[src/rtl/game_session_ctrl.sv]
// Game session controller: menu/wait/play/victory/game-over sequencing, hit points, invulnerability, BCD score.
// Latency: every transition and counter update is registered, one clk after the qualifying input; frame tick lags a vsync rise by one cycle.
// Backpressure: none; inputs are sampled every cycle. Optional macro GAME_SESSION_CTRL_HIT_LOG_EN adds the hit_log output.
module game_session_ctrl #(
  parameter int N_OBST        = 4,
  parameter int HP_MAX        = 3,
  parameter int INVULN_FRAMES = 60,
  parameter int PLAY_FRAMES   = 1800
) (
  input  logic              clk,
  input  logic              rst,
  input  logic              start_single,
  input  logic              start_multi,
  input  logic              menu_req,
  input  logic              vsync_in,
  input  logic [N_OBST-1:0] hit_vec,
  input  logic              opponent_ready,
  input  logic              opponent_over,
  output logic [2:0]        state,
  output logic              play_active,
  output logic              player_ready,
  output logic              multiplayer,
  output logic              victory,
  output logic              game_over,
  output logic              invuln,
  output logic [3:0]        hp,
  output logic [15:0]       score_bcd
`ifdef GAME_SESSION_CTRL_HIT_LOG_EN
  ,
  output logic [N_OBST-1:0] hit_log
`endif
);

  typedef enum logic [2:0] {
    S_MENU      = 3'd0,
    S_WAIT_OPP  = 3'd1,
    S_PLAY      = 3'd2,
    S_VICTORY   = 3'd3,
    S_GAME_OVER = 3'd4
  } state_e;

  state_e      state_q, state_d;
  logic        mp_q, mp_d;
  logic [3:0]  hp_q, hp_d;
  logic [15:0] score_q, score_d;
  logic [15:0] frame_q, frame_d;
  logic [7:0]  inv_cnt_q, inv_cnt_d;
  logic        vs_q, vs_prev_q;
  logic        play_active_q, player_ready_q, victory_q, game_over_q;
  logic        frame_tick, in_play, hit, play_entry;
`ifdef GAME_SESSION_CTRL_HIT_LOG_EN
  logic [N_OBST-1:0] hit_log_q, hit_log_d;
`endif

  // Four-digit BCD increment with carry, pinned at 9999.
  function automatic logic [15:0] bcd_inc(input logic [15:0] v);
    logic [15:0] r;
    logic        c;
    r = v;
    c = 1'b1;
    if (v != 16'h9999) begin
      for (int i = 0; i < 4; i++) begin
        if (c) begin
          if (r[4*i +: 4] == 4'd9) begin
            r[4*i +: 4] = 4'd0;
          end else begin
            r[4*i +: 4] = r[4*i +: 4] + 4'd1;
            c = 1'b0;
          end
        end
      end
    end
    return r;
  endfunction

  assign frame_tick = vs_q & ~vs_prev_q;
  assign in_play    = (state_q == S_PLAY);
  assign hit        = in_play && (inv_cnt_q == 8'd0) && (|hit_vec);
  assign play_entry = (state_d == S_PLAY) && !in_play;

  // Next-state logic for the session FSM and the multiplayer mode latch.
  always_comb begin
    state_d = state_q;
    mp_d    = mp_q;
    case (state_q)
      S_MENU: begin
        if (start_single) begin
          state_d = S_PLAY;
          mp_d    = 1'b0;
        end else if (start_multi) begin
          state_d = S_WAIT_OPP;
          mp_d    = 1'b1;
        end
      end
      S_WAIT_OPP: begin
        if (menu_req)            state_d = S_MENU;
        else if (opponent_ready) state_d = S_PLAY;
      end
      S_PLAY: begin
        if (menu_req)          state_d = S_MENU;
        else if (hp_q == 4'd0) state_d = S_GAME_OVER;
        else if ((frame_q == 16'(PLAY_FRAMES)) || (mp_q && opponent_over))
          state_d = S_VICTORY;
      end
      S_VICTORY, S_GAME_OVER: begin
        if (menu_req) state_d = S_MENU;
      end
      default: state_d = S_MENU;
    endcase
  end

  // Hit points, invulnerability countdown, frame count and score; PLAY entry reloads them.
  always_comb begin
    hp_d      = hp_q;
    score_d   = score_q;
    frame_d   = frame_q;
    inv_cnt_d = inv_cnt_q;
`ifdef GAME_SESSION_CTRL_HIT_LOG_EN
    hit_log_d = hit_log_q;
`endif
    if (hit) begin
      hp_d      = (hp_q == 4'd0) ? 4'd0 : hp_q - 4'd1;
      inv_cnt_d = 8'(INVULN_FRAMES);
`ifdef GAME_SESSION_CTRL_HIT_LOG_EN
      hit_log_d = hit_log_q | hit_vec;
`endif
    end else if (frame_tick && (inv_cnt_q != 8'd0)) begin
      inv_cnt_d = inv_cnt_q - 8'd1;
    end
    if (in_play && frame_tick) begin
      frame_d = frame_q + 16'd1;
      score_d = bcd_inc(score_q);
    end
    if (play_entry) begin
      hp_d      = 4'(HP_MAX);
      score_d   = 16'd0;
      frame_d   = 16'd0;
      inv_cnt_d = 8'd0;
`ifdef GAME_SESSION_CTRL_HIT_LOG_EN
      hit_log_d = '0;
`endif
    end
  end

  // State, datapath, vsync history and registered status flags.
  always_ff @(posedge clk or posedge rst) begin
    if (rst) begin
      state_q        <= S_MENU;
      mp_q           <= 1'b0;
      hp_q           <= 4'(HP_MAX);
      score_q        <= 16'd0;
      frame_q        <= 16'd0;
      inv_cnt_q      <= 8'd0;
      vs_q           <= 1'b0;
      vs_prev_q      <= 1'b0;
      play_active_q  <= 1'b0;
      player_ready_q <= 1'b0;
      victory_q      <= 1'b0;
      game_over_q    <= 1'b0;
    end else begin
      state_q        <= state_d;
      mp_q           <= mp_d;
      hp_q           <= hp_d;
      score_q        <= score_d;
      frame_q        <= frame_d;
      inv_cnt_q      <= inv_cnt_d;
      vs_q           <= vsync_in;
      vs_prev_q      <= vs_q;
      play_active_q  <= (state_d == S_PLAY);
      player_ready_q <= ((state_d == S_WAIT_OPP) || (state_d == S_PLAY)) && mp_d;
      victory_q      <= (state_d == S_VICTORY);
      game_over_q    <= (state_d == S_GAME_OVER);
    end
  end

`ifdef GAME_SESSION_CTRL_HIT_LOG_EN
  // Sticky record of the channels that caused damage this game.
  always_ff @(posedge clk or posedge rst) begin
    if (rst) hit_log_q <= '0;
    else     hit_log_q <= hit_log_d;
  end
  assign hit_log = hit_log_q;
`endif

  assign state        = state_q;
  assign play_active  = play_active_q;
  assign player_ready = player_ready_q;
  assign multiplayer  = mp_q;
  assign victory      = victory_q;
  assign game_over    = game_over_q;
  assign invuln       = (inv_cnt_q != 8'd0);
  assign hp           = hp_q;
  assign score_bcd    = score_q;

endmodule

[config.mk]
export PLATFORM = sky130hd
export DESIGN_NAME = game_session_ctrl
export DESIGN_NICKNAME = d
export VERILOG_FILES = /design/src/rtl/game_session_ctrl.sv
export SDC_FILE = /design/constraint.sdc
export NUM_CORES = 1
export LEC_CHECK = 0
export ABC_CLOCK_PERIOD_IN_PS = 2000
export CORE_MARGIN = 4
export CORE_UTILIZATION = 45
export DETAILED_ROUTE_END_ITERATION = 8
export DONT_BUFFER_PORTS = 1
export PLACE_DENSITY = 0.57
export SYNTH_ARGS = -nofsm -noshare
export SYNTH_HDL_FRONTEND = slang
export SYNTH_SLANG_ARGS = --single-unit
export TNS_END_PERCENT = 20
[constraint.sdc]
create_clock -name clk -period 2 [get_ports clk]
set_input_delay 0.2 -clock clk [delete_from_list [all_inputs] [get_ports clk]]
set_output_delay 0.2 -clock clk [all_outputs]
set_load 0.01 [all_outputs]
## Word level (Yosys, flattened, before mapping)

Cells that the tools add are included.

- Register bits: 54
- Input port bits: 12
- Output and inout bits: 29
- Logic and storage cells: 106

- Add/subtract/negate cells: 7
- Eq/ne operators: 14
- Mux-type cells: 41
- Bitwise logic cells: 2
- Reductions and logical operators: 27

Operators by type and width:

| operator | number |
|---|---|
| 16-bit two-way mux | 5 |
| 4-bit two-way mux | 10 |
| 3-bit two-way mux | 8 |
| 8-bit two-way mux | 3 |
| 16-bit by 1-bit adder with 16-bit output (second input constant) | 1 |
| 4-bit by 1-bit adder with 4-bit output (second input constant) | 4 |
| 16-bit by 11-bit == test with 1-bit output (second input constant) | 1 |
| 4-bit == test (second input constant) | 4 |
| 16-bit != test (second input constant) | 1 |
| 1-bit two-way mux | 14 |
| 3-bit by 2-bit == test with 1-bit output (second input constant) | 4 |
| 3-bit case mux with 4 select lines | 1 |
| 2-bit nonzero test | 6 |
| 3-bit AND reduction | 3 |
| 8-bit zero test | 1 |
| 8-bit nonzero test | 1 |
| 8-bit by 1-bit subtractor with 8-bit output (second input constant) | 1 |
| 1-bit logical AND | 7 |
| 3-bit by 1-bit == test with 1-bit output (second input constant) | 2 |
| 3-bit == test (second input constant) | 2 |
| 4-bit zero test | 1 |
| 4-bit OR reduction | 1 |
| 4-bit by 1-bit subtractor with 4-bit output (second input constant) | 1 |
| 3-bit zero test | 1 |
| other kinds (7) | 8 |

## Depth between registers and ports, before layout

- Depth after elaboration: 14
- Gate-level depth with buffers: 7
- Gate-level depth less buffers: 6

## Least setup slack after synthesis

No wires, ideal clock.

- Path kind: register to register
- From: register inv_cnt_q[0]
- To: register inv_cnt_q[1]
- Library setup time: 111 ps
- Data arrival time: 1,709 ps
- Required time: 1,889 ps
- Slack: 180 ps
- Stages on the path, launching flop included: 7
- Path buffers: 0
- Period minus slack after synthesis: 1,820 ps
- Cell sequence: dfrtp_1 inv_1 ha_1 nor4b_2 a21oi_1 nor2_1 a2111oi_2

- Word-level cells in the longest chain between the ends: 5
- Elaborated cells between the ends (all ways): 10
- Those cells by class: add/sub (1); mux (3); reduce/logical (6)

Ends and longest elaborated chain:

| item | RTL line | text |
|---|---|---|
| start: declaration | 47 | `logic [7:0] inv_cnt_q, inv_cnt_d;` |
| start signal: assignment | 166 | `inv_cnt_q <= inv_cnt_d;` |
| branches (longest 5 deep; another with 8-bit by 1-bit subtractor with 8-bit output) | -- |  |

Parallel ways; which one is timed is not known. The select of a mux whose other input is x is not followed.
A chain may end at the register's enable or synchronous reset.

## Worst setup path after layout

- From: register inv_cnt_q[1]
- To: register inv_cnt_q[6]

Same word-level chain as after synthesis.

==> reports/qor.yml <==
routing:
  drc_errors: 0
  ant_nets: 0
  viasPerCell: 5.97
  wire_per_inst_um: 17.0
  vias: 2544
  drt_iter0_drc: 109
  drt_first_pass_iters: 4
  wirelength_um: 7240
cells_and_area:
  utilization_pct: 55.1
  layoutNonFillerInstCount: 426
  drive_gt1_share_pct: 18.1
  fin_nets: 371
  num-fill-cells: 596
  antennaDiodeCount: 0
  syn_to_final_growth_pct: 16.2
worst_setup_path:
  start_kind: "flip-flop"
  path_cells: "inv_1 -> ha_1 -> buf_4 -> or4b_1 -> nor4_1 -> xnor2_1 -> nor3_1"
  worstPathMaxFanout: 4
  path_class: "reg -> reg"
  end_kind: "flip-flop"
  crit_arrival_ps: 2180
  r2r_cells: 7
  crit_buf_inv: 2
  reg2reg_slack_ps: 50
  max_stage_delay_ps: 430
  crit_slowest_cell: "or4b_1"
  cpLargestDelayFamily: "simple AND/OR/NAND/NOR gates"
  r2r-start: "inv_cnt_q[1]"
  cp_data_required_time_ps: 2230
  r2r-end: "inv_cnt_q[6]"
clock_network:
  cts_buffers: 5
  clk_latency_ps: 310
  cts_tree: "done"
  cts_root_buffer: "clkbuf_8"
  cts_sinks: 54
  cts_buffer_depth: 2
  cts_max_level: 2
  path_clk_slew_ps: 100
synthesis:
  synthCells: 318
  synth_common_cells: "dfrtp_1 (52), a21oi_1 (28), nor2_1 (19), o21ai_0 (19), inv_1 (17)"
  syn_area_per_cell_um2: 9.69
  synthMostInstantiatedCell: "dfrtp_1"
  synth-seq-area-share_pct: 43.9
  synth_fp_nets: 341
  synth_cell_types: 57
  yosysWarnings: 0
  synth.area.top_cells: "dfrtp_1 (42%), a21oi_1 (4.5%), ha_1 (4.5%), o21ai_0 (3.1%), or3_1 (2.6%)"
  synth-seq-cells: 54
  yosysTopAreaCell: "dfrtp_1"
  yosysTopAreaCellShare_pct: 42.2
  synthArstFlopShare_pct: 100
  ys.flop_type: "dfrtp_1"
  syn_area_mm2: 0.00308
  synth_edf_count: 0
die:
  fp.dieW_um: 90.7
  num_io_pins: 41
  num_rows: 29
  die_y_um: 90.7
  core_area_mm2: 0.00649
  fp.dieArea_mm2: 0.00823
  initial_core_util_pct: 47.4
sta:
  setup_tns_ps: 0
  fin_crit_ps: 1950
  skew_ps: 8.39
  final_hold_viol_count: 0
  worst_slew_pin_slew_ps: 502
  fmax_mhz: 512
  maxSlewHeadroom_pct: 66.5
  maxSlewViolCount: 0
  fin_crit_sh_pct: 97.6
  setup_violations: 0
power_and_ir_drop:
  leakage_nw: 1.49
  totalPowerFinal_mw: 3.76
  power_density_mw_per_mm2: 1050
  worst_ir_drop_vdd_mv: 0.690
placed_design:
  placedCellCount: 414
  hpwl_um: 5230
  port_buffers: 0
  place.gp.congestion: 0.798
hold_path:
  hold_depth: 2
  hold-path-endpoint: "multiplayer"
  hp-class: "in -> reg"
  hold_start: "start_single"
global_route:
  grt_max_degree: 24
  overflow: 0
  grt_pass1_wl_um: 12100
  grt_pass1_vias: 2486
  grt_antenna_before_repair: 0
  grt_usage_pct: 18.2
run:
  maxCapViolations: 0
outcome:
  status: "finished clean"
==> report_power, final <==
group	total (mW)	internal, mW	switching (mW)	leakage (nW)
combinational	1.35	0.635	0.711	0.696
clock	0.897	0.534	0.363	0.0714
sequential	1.51	1.27	0.245	0.722
==> state kept, by name (all words and copies together) (netlist names) <==
register / count
multiplayer: 1
victory: 1
frame_q: 16
vs_q: 1
hp: 4
vs_prev_q: 1
play_active: 1
state: 3
player_ready: 1
game_over: 1
score_bcd: 16
inv_cnt_q: 8
==> routing by layer <==
metal / global-route usage, % / part of all wire (%)
met1: 22.1 / 45
met2: 32.0 / 49
met3: 4.92 / 4.5
met4: 3.83 / 1.2
met5: 0 / 0
==> cell families after synthesis <==
kind of cell | after synthesis | synth area share [%]
compound gates | 79 | 15.9
xor+xnor | 9 | 2.56
fa+ha+maj | 11 | 4.47
buf+inv | 32 | 4.83
flops | 54 | 43.9
mux | 2 | 0.650
simple gates | 131 | 27.7
==> final cells by class <==
type	count	area, µm²	area share (%)
tap	77	96.3	2.69
inverter	17	63.8	1.78
clock buffer	6	82.6	2.31
sequential	54	1360	37.9
clock inverter	2	60.1	1.68
multi-input combinational	232	1590	44.5
timing repair buffer	38	328	9.16
==> timing repair <==
| action | in CTS | in global routing |
|---|---|---|
| setup buffers | 0 | 2 |
| endpoints found under the hold margin | 21 | 0 |
| resized for setup | 1 | 4 |
| setup endpoints to repair | 5 | 16 |
| hold buffers | 2 | 0 |
==> cells in the final DEF (no fill, tap or decap), drive strengths merged, types with 3 or more instances in the layout <==
cell type,netlist,final
nand2b,4,4
a31oi,5,5
nor4b,5,5
nand3,12,12
o31ai,6,6
a311oi,3,3
nor4,5,5
or2,3,3
nand3b,6,6
and3b,4,4
xor2,5,5
nor2,19,19
ha,11,11
nand4b,3,3
a211oi,5,5
inv,17,17
or3,13,13
xnor2,4,4
a21oi,29,29
nand4,12,12
o21ai,19,19
nor3,11,11
dfrtp,52,52
buf,12,36
nand2,10,10
and3,3,3
and2,3,3
or4,7,7
clkbuf,3,6
==> worst max path at each step <==
stage	depth (start not counted)	to	slack, ps	start
CTS	5	score_bcd[15]	50	state[0]
finish	7	inv_cnt_q[6]	50	inv_cnt_q[1]
detailed placement	6	inv_cnt_q[5]	-30	inv_cnt_q[1]
global route	7	inv_cnt_q[6]	-20	inv_cnt_q[0]
floorplan	6	inv_cnt_q[1]	180	inv_cnt_q[0]
global placement	6	inv_cnt_q[1]	40	inv_cnt_q[1]
==> stage by stage <==
stage	hold slack [ps]	setup slack, ps	instance area, µm²
global route	81.9	-22.8	3580
floorplan	231	180	3080
detailed placement	139	-31.8	3380
CTS	65.5	45.5	3550
finish	73.5	48.4	3580
global placement	135	40.2	3380
Power figures use the tool's default switching activity.
